==> src/rtl/mmcm_reset_sequencer_if.sv <==
// Signal bundle between the MMCM reset sequencer and the rest of the top level:
// the MMCM lock input, the user restart request and every sequencer output.
//
// Handshake semantics: there is no valid/ready pair on this bundle. `restart`
// is a single-cycle request sampled on every clk edge and always accepted.
// `mmcm_locked` is a level from another clock domain. All outputs are levels
// that are valid every cycle.
interface mmcm_reset_sequencer_if #(
    parameter int MAX_RETRIES = 3
);
    localparam int RC_W = (MAX_RETRIES > 0) ? $clog2(MAX_RETRIES + 1) : 1;

    logic            restart;
    logic            mmcm_locked;
    logic            mmcm_rst;
    logic            design_rst;
    logic            clocks_ready;
    logic            fault;
    logic [RC_W-1:0] retry_count;
    logic [7:0]      lock_loss_count;
    logic [2:0]      state_o;

    // Sequencer side
    modport slave (
        input  restart,
        input  mmcm_locked,
        output mmcm_rst,
        output design_rst,
        output clocks_ready,
        output fault,
        output retry_count,
        output lock_loss_count,
        output state_o
    );

    // Top-level / MMCM side
    modport master (
        output restart,
        output mmcm_locked,
        input  mmcm_rst,
        input  design_rst,
        input  clocks_ready,
        input  fault,
        input  retry_count,
        input  lock_loss_count,
        input  state_o
    );
endinterface

==> src/rtl/mmcm_reset_sequencer.sv <==
// Pixel-clock MMCM reset/lock sequencer. Pulses the MMCM reset, waits for a
// stable synchronized LOCKED, then releases the design-wide reset. Retries a
// bounded number of times on lock timeout and re-runs on lock loss or restart.
module mmcm_reset_sequencer #(
    parameter int RST_HOLD_CYCLES     = 16,
    parameter int LOCK_TIMEOUT_CYCLES = 4096,
    parameter int STABLE_CYCLES       = 256,
    parameter int MAX_RETRIES         = 3,
    parameter int SYNC_STAGES         = 2
) (
    input  logic                  clk,
    input  logic                  rst,
    mmcm_reset_sequencer_if.slave bus
);
    localparam int RC_W    = (MAX_RETRIES > 0) ? $clog2(MAX_RETRIES + 1) : 1;
    localparam int MAX_AB  = (RST_HOLD_CYCLES > LOCK_TIMEOUT_CYCLES) ?
                             RST_HOLD_CYCLES : LOCK_TIMEOUT_CYCLES;
    localparam int CNT_MAX = (MAX_AB > STABLE_CYCLES) ? MAX_AB : STABLE_CYCLES;
    localparam int CNT_W   = $clog2(CNT_MAX + 1);

    localparam logic [CNT_W-1:0] HOLD_LAST    = CNT_W'(RST_HOLD_CYCLES - 1);
    localparam logic [CNT_W-1:0] TIMEOUT_LAST = CNT_W'(LOCK_TIMEOUT_CYCLES - 1);
    localparam logic [CNT_W-1:0] STABLE_LAST  = CNT_W'(STABLE_CYCLES - 1);
    localparam logic [RC_W-1:0]  RETRY_LIMIT  = RC_W'(MAX_RETRIES);

    typedef enum logic [2:0] {
        S_HOLD      = 3'd0,
        S_WAIT_LOCK = 3'd1,
        S_STABLE    = 3'd2,
        S_RUN       = 3'd3,
        S_FAULT     = 3'd4
    } state_t;

    state_t           state;
    state_t           state_n;
    logic [CNT_W-1:0] cnt;
    logic [RC_W-1:0]  retry_count;
    logic [7:0]       lock_loss_count;
    logic [SYNC_STAGES-1:0] sync_q;
    logic             locked_s;
    logic             cnt_clr;
    logic             retry_inc;
    logic             retry_clr;
    logic             loss_inc;
    logic             mmcm_rst_q;
    logic             design_rst_q;
    logic             clocks_ready_q;
    logic             fault_q;

    // Bring the asynchronous LOCKED into the clk domain; only locked_s is used.
    always_ff @(posedge clk) begin
        if (rst) begin
            sync_q <= '0;
        end else begin
            sync_q <= {sync_q[SYNC_STAGES-2:0], bus.mmcm_locked};
        end
    end

    assign locked_s = sync_q[SYNC_STAGES-1];

    // Next-state and counter-control decode; restart overrides every transition.
    always_comb begin
        state_n   = state;
        retry_inc = 1'b0;
        retry_clr = 1'b0;
        loss_inc  = 1'b0;
        if (bus.restart) begin
            state_n   = S_HOLD;
            retry_clr = 1'b1;
            // A lock loss seen in the same cycle as restart is still counted.
            loss_inc  = (state == S_RUN) && !locked_s;
        end else begin
            case (state)
                S_HOLD: begin
                    if (cnt == HOLD_LAST) state_n = S_WAIT_LOCK;
                end
                S_WAIT_LOCK: begin
                    if (locked_s) begin
                        state_n = S_STABLE;
                    end else if (cnt == TIMEOUT_LAST) begin
                        if (retry_count == RETRY_LIMIT) begin
                            state_n = S_FAULT;
                        end else begin
                            state_n   = S_HOLD;
                            retry_inc = 1'b1;
                        end
                    end
                end
                S_STABLE: begin
                    // A lock glitch restarts the lock wait without using a retry.
                    if (!locked_s) begin
                        state_n = S_WAIT_LOCK;
                    end else if (cnt == STABLE_LAST) begin
                        state_n   = S_RUN;
                        retry_clr = 1'b1;
                    end
                end
                S_RUN: begin
                    if (!locked_s) begin
                        state_n  = S_HOLD;
                        loss_inc = 1'b1;
                    end
                end
                S_FAULT: state_n = S_FAULT;
                default: state_n = S_HOLD;
            endcase
        end
        // Restart in HOLD must also restart the hold count.
        cnt_clr = (state_n != state) || bus.restart;
    end

    // Sequencer state, shared cycle counter, retry/loss counters and Moore outputs.
    always_ff @(posedge clk) begin
        if (rst) begin
            state           <= S_HOLD;
            cnt             <= '0;
            retry_count     <= '0;
            lock_loss_count <= '0;
            mmcm_rst_q      <= 1'b1;
            design_rst_q    <= 1'b1;
            clocks_ready_q  <= 1'b0;
            fault_q         <= 1'b0;
        end else begin
            state <= state_n;

            if (cnt_clr) begin
                cnt <= '0;
            end else if (cnt != {CNT_W{1'b1}}) begin
                cnt <= cnt + CNT_W'(1);
            end

            if (retry_clr) begin
                retry_count <= '0;
            end else if (retry_inc) begin
                retry_count <= retry_count + RC_W'(1);
            end

            if (loss_inc && (lock_loss_count != 8'hFF)) begin
                lock_loss_count <= lock_loss_count + 8'd1;
            end

            mmcm_rst_q     <= (state_n == S_HOLD) || (state_n == S_FAULT);
            design_rst_q   <= (state_n != S_RUN);
            clocks_ready_q <= (state_n == S_RUN);
            fault_q        <= (state_n == S_FAULT);
        end
    end

    assign bus.mmcm_rst        = mmcm_rst_q;
    assign bus.design_rst      = design_rst_q;
    assign bus.clocks_ready    = clocks_ready_q;
    assign bus.fault           = fault_q;
    assign bus.retry_count     = retry_count;
    assign bus.lock_loss_count = lock_loss_count;
    assign bus.state_o         = state;
endmodule

==> src/flat_wrapper.sv <==
// flat-port wrapper written by rule: the top's interface ports become plain ports
module mmcm_reset_sequencer_flat 
#(
    parameter int RST_HOLD_CYCLES     = 16,
    parameter int LOCK_TIMEOUT_CYCLES = 4096,
    parameter int STABLE_CYCLES       = 256,
    parameter int MAX_RETRIES         = 3,
    parameter int SYNC_STAGES         = 2
)
  (clk, rst, bus_restart, bus_mmcm_locked, bus_mmcm_rst, bus_design_rst, bus_clocks_ready, bus_fault, bus_retry_count, bus_lock_loss_count, bus_state_o);
  mmcm_reset_sequencer_if #(.MAX_RETRIES(MAX_RETRIES)) bus_i ();
  input  logic clk;
  input  logic rst;
  input wire logic [$bits(bus_i.restart)-1:0] bus_restart;
  input wire logic [$bits(bus_i.mmcm_locked)-1:0] bus_mmcm_locked;
  output wire logic [$bits(bus_i.mmcm_rst)-1:0] bus_mmcm_rst;
  output wire logic [$bits(bus_i.design_rst)-1:0] bus_design_rst;
  output wire logic [$bits(bus_i.clocks_ready)-1:0] bus_clocks_ready;
  output wire logic [$bits(bus_i.fault)-1:0] bus_fault;
  output wire logic [$bits(bus_i.retry_count)-1:0] bus_retry_count;
  output wire logic [$bits(bus_i.lock_loss_count)-1:0] bus_lock_loss_count;
  output wire logic [$bits(bus_i.state_o)-1:0] bus_state_o;
  assign bus_i.restart = bus_restart;
  assign bus_i.mmcm_locked = bus_mmcm_locked;
  assign bus_mmcm_rst = bus_i.mmcm_rst;
  assign bus_design_rst = bus_i.design_rst;
  assign bus_clocks_ready = bus_i.clocks_ready;
  assign bus_fault = bus_i.fault;
  assign bus_retry_count = bus_i.retry_count;
  assign bus_lock_loss_count = bus_i.lock_loss_count;
  assign bus_state_o = bus_i.state_o;
  mmcm_reset_sequencer #(.RST_HOLD_CYCLES(RST_HOLD_CYCLES), .LOCK_TIMEOUT_CYCLES(LOCK_TIMEOUT_CYCLES), .STABLE_CYCLES(STABLE_CYCLES), .MAX_RETRIES(MAX_RETRIES), .SYNC_STAGES(SYNC_STAGES)) u_core (.clk(clk), .rst(rst), .bus(bus_i));
endmodule
==> config.mk <==
export PLATFORM = sky130hd
export DESIGN_NAME = mmcm_reset_sequencer_flat
export DESIGN_NICKNAME = d
export VERILOG_FILES = /design/src/rtl/mmcm_reset_sequencer_if.sv /design/src/rtl/mmcm_reset_sequencer.sv /design/src/flat_wrapper.sv
export SDC_FILE = /design/constraint.sdc
export NUM_CORES = 1
export LEC_CHECK = 0
export BUFFER_PORTS_ARGS = -buffer_cell sky130_fd_sc_hd__buf_4
export CORE_MARGIN = 4
export CORE_UTILIZATION = 49
export DETAILED_ROUTE_END_ITERATION = 8
export GPL_ROUTABILITY_DRIVEN = 0
export GPL_TIMING_DRIVEN = 0
export MAX_ROUTING_LAYER = met4
export PLACE_DENSITY = 0.69
export REMOVE_ABC_BUFFERS = 1
export SLEW_MARGIN = 20
export SYNTH_ARGS = -nofsm -noshare
export SYNTH_HDL_FRONTEND = slang
export SYNTH_SLANG_ARGS = --single-unit
==> constraint.sdc <==
create_clock -name clk -period 2.8 [get_ports clk]
set_input_delay 0.14 -clock clk [delete_from_list [all_inputs] [get_ports clk]]
set_output_delay 0.14 -clock clk [all_outputs]
set_load 0.02 [all_outputs]
==> implementation parameters <==
Parameter                              Value

GRT
  Overall fraction of global-route tracks in use    0.184
  Gr ovfl total    0
  Global-route wire length before repair    5910 µm
  Largest net degree at the start of global routing    13
  Initial antenna violation count    0
  Vias in the first global route    1314

CTS
  Maximum level of the CTS H-tree    2
  Clock tree from TritonCTS    done
  Number of buffers created by CTS    5
  Bufs on Longest Clock Path    2
  Cts repair resizes    0
  Clock-pin slew of the registers on the worst-case setup and hold paths    0.10 ns
  Post-CTS repair timing setup buffer count    0
  Root buffer cell    sky130_fd_sc_hd__clkbuf_4
  Clock latency on the worst-skew pair    0.33 ns
  Hold buffer count at CTS    0
  Clock sinks    32

Worst setup path
  Worst path arrival time    2.35 ns
  Worst R2R Path Depth    6
  Crit path max fanout    10
  Cell Chain, Critical Path    ha_1, nand3_2, nor4_4, o211ai_2, mux2i_4, nor3_1
  Delay of the slowest critical-path stage    0.41 ns
  Cell at the slowest stage of the critical path    sky130_fd_sc_hd__dfxtp_1
  Required time reported for the critical path endpoint    3.01 ns
  Worst setup path category    reg2reg
  Critical path endpoint category    flip-flop
  Nature of the critical path startpoint    flip-flop

Logic synthesis
  Post-synthesis cell type with the largest combined area    sky130_fd_sc_hd__dfxtp_1
  Top area cells in the synthesized netlist    sky130_fd_sc_hd__dfxtp_1 (39%), sky130_fd_sc_hd__nor3_1 (5.9%), sky130_fd_sc_hd__xnor2_1 (5.4%)
  EDFF count, synth    0
  Async set-reset flop share out of synthesis    0
  Number of warnings issued by yosys    0
  Share of Yosys cell area claimed by the top area cell type    0.394
  Dominant register cell in the synthesized netlist    sky130_fd_sc_hd__dfxtp_1
  Portion of the post-synthesis area used by sequential elements    0.394
  Gate Count Post-Synth    179
  Number of synthesized register bits    32
  Number of unique standard cell types used by synthesis    45
  Avg Synthesized Cell Area    9.08 µm²
  Post-synthesis instance area    0.00163 mm²

Power
  Static leakage    0.726 nW
  Worst-case vdd ir drop    0.388 mV
  Pwr dens    442 mW/mm²

Layout
  Number of fill cells in the layout    298
  Commonest non-fill, non-tap cell in the layout    sky130_fd_sc_hd__dfxtp_1
  Layout cell share with drive strength beyond 1    0.193
  Summed area of non-filler cells in the final layout    0.00188 mm²
  Final net count    208
  Final Instance Count excl. Fillers    246
  Total inserted antenna cells    0
  Signed area change from the synthesized netlist to the final layout    15.8%
  Most frequent cells in the layout    sky130_fd_sc_hd__dfxtp_1 (32), sky130_fd_sc_hd__nor2_1 (23), sky130_fd_sc_hd__buf_4 (20), sky130_fd_sc_hd__nor3_1 (19), sky130_fd_sc_hd__nand2_1 (14)

Floorplan
  Die Footprint    0.00430 mm²
  Initial Utilization    0.524
  Height of the chip    65.6 µm
  Placement row count    20
  I/O pin count    21
  Area of the placeable core    0.00310 mm²
  Die boundary width    65.6 µm

Detailed routing
  Wire length per cell after detailed routing    13.6 µm
  Total vias in the final route    1343
  Vias/cell    5.46
  Remaining antenna violation count    0
  Number of design-rule violations left by the first detailed-router iteration    56
  Total Routed Length    3350 µm
  Residual DRC    0
  Number of iterations in the first detailed-routing pass    4

Hold path
  Hold/Removal Path Class    in2reg
  Worst hold path cell count    2

STA
  Actual transition at the worst max-transition pin    0.554 ns
  Max Clock Freq    0.467 GHz
  Total negative slack    0 ns
  Time the final worst path needs with I/O delays and setup    2.14 ns
  Worst rel slew slack    0.628
  Fin. max-slew vios    0
  Final Cycle Share    0.764
  Number of endpoints with negative hold slack in the final report    0
  Total setup violations reported at the end of the flow    0
  Setup clock skew after layout    0.00675 ns
  Unrepaired setup endpoints after global routing    no

Job
  Max-capacitance violation count    0

Run status
  Status    finished clean

Placed design
  Buffers on Ports    20
  Number of instances in the placed design    237
  Post-DP HPWL    2360 µm
  Area post-placement    0.00180 mm²
flip-flops by register name, summed over array words and instances (netlist names):
register	cells
u_core.bus.fault	1
u_core.bus.retry_count	2
u_core.cnt	13
u_core.bus.mmcm_rst	1
u_core.bus.lock_loss_count	8
u_core.bus.design_rst	1
u_core.bus.clocks_ready	1
u_core.bus.state_o	3
u_core.sync_q	2
Yosys cell counts, types with 2 or more instances:
library cell,instances
sky130_fd_sc_hd__nor2b_1,2
sky130_fd_sc_hd__nand4_1,3
sky130_fd_sc_hd__nand2b_1,2
sky130_fd_sc_hd__clkbuf_1,3
sky130_fd_sc_hd__nor4b_1,2
sky130_fd_sc_hd__nor2_1,23
sky130_fd_sc_hd__nand3_1,7
sky130_fd_sc_hd__nand3b_1,3
sky130_fd_sc_hd__nor4_1,2
sky130_fd_sc_hd__nand2_1,14
sky130_fd_sc_hd__and2_1,3
sky130_fd_sc_hd__nor3_1,19
sky130_fd_sc_hd__and4_1,2
sky130_fd_sc_hd__xnor2_1,10
sky130_fd_sc_hd__o21ai_0,5
sky130_fd_sc_hd__ha_1,3
sky130_fd_sc_hd__a21oi_1,6
sky130_fd_sc_hd__dfxtp_1,32
sky130_fd_sc_hd__nor4_4,2
sky130_fd_sc_hd__xor2_1,6
sky130_fd_sc_hd__nand4b_1,2
sky130_fd_sc_hd__mux2i_1,3
sky130_fd_sc_hd__inv_1,3
layout make-up:
class | instances | area, µm² | share of cell area
clock buffers | 6 | 41.3 | 0.0219
clock inverters | 2 | 35.0 | 0.0186
inverters | 3 | 11.3 | 0.00598
multi-input cells | 138 | 938 | 0.499
flip-flops and latches | 32 | 641 | 0.340
well taps | 44 | 55.1 | 0.0293
repair buffers | 21 | 160 | 0.0851
metal layers:
| layer | GRT usage | share of wire |
|---|---|---|
| met5 | - | 0 |
| met4 | 0.0699 | 0.013 |
| met3 | 0.0667 | 0.051 |
| met2 | 0.288 | 0.46 |
| met1 | 0.215 | 0.47 |
where the power goes:
group / internal (mW) / total, mW / switching [mW]
sequential: 0.458 / 0.461 / 0.00313
combinational: 0.00940 / 0.0219 / 0.0125
clock: 0.187 / 0.348 / 0.161
logic make-up (layout without fill, tap and decap cells):
kind of cell             after synthesis  count (layout)  share of synthesized area
AO/OA/AOI/OAI                         19              19                     0.0893
flip-flops                            32              32                      0.394
AND/OR/NAND/NOR                       96              96                      0.346
XOR/XNOR                              16              16                     0.0862
adder cells (fa/ha/maj)                3               3                     0.0231
multiplexers                           4               4                     0.0323
buffers and inverters                  9              32                     0.0285
path summary, 6_finish.rpt:
kind | slack, ns | start | end
hold reg to reg | 0.45 | u_core.sync_q[0]$_SDFF_PP0_ | u_core.sync_q[1]$_SDFF_PP0_
setup / recovery | 0.66 | u_core.cnt[0]$_SDFFE_PP0P_ | u_core.cnt[7]$_SDFFE_PP0P_
hold / removal | 0.06 | rst | u_core.bus.lock_loss_count[7]$_SDFFE_PP0P_
setup reg to reg | 0.66 | u_core.cnt[0]$_SDFFE_PP0P_ | u_core.cnt[7]$_SDFFE_PP0P_
critical path, delay by kind of cell (launching register included):
kind / cells / cell delay [ns]
flip-flops: 1 / 0.41
AO/OA/AOI/OAI: 1 / 0.20
multiplexers: 1 / 0.39
AND/OR/NAND/NOR: 3 / 0.74
adder cells (fa/ha/maj): 1 / 0.28
metrics by stage:
stage	worst slack (ns)	hold slack [ns]	utilization	total power, mW
2_1_floorplan	0.977	0.212	-	0.482
3_3_place_gp	0.760	0.357	0.579	0.491
3_5_place_dp	0.699	0.363	0.579	0.492
4_1_cts	0.643	0.0147	0.603	0.836
5_1_grt	0.517	0.0410	0.606	0.866
6_report	0.660	0.0609	0.606	0.831
No activity file was read; power rests on OpenSTA's default activity.
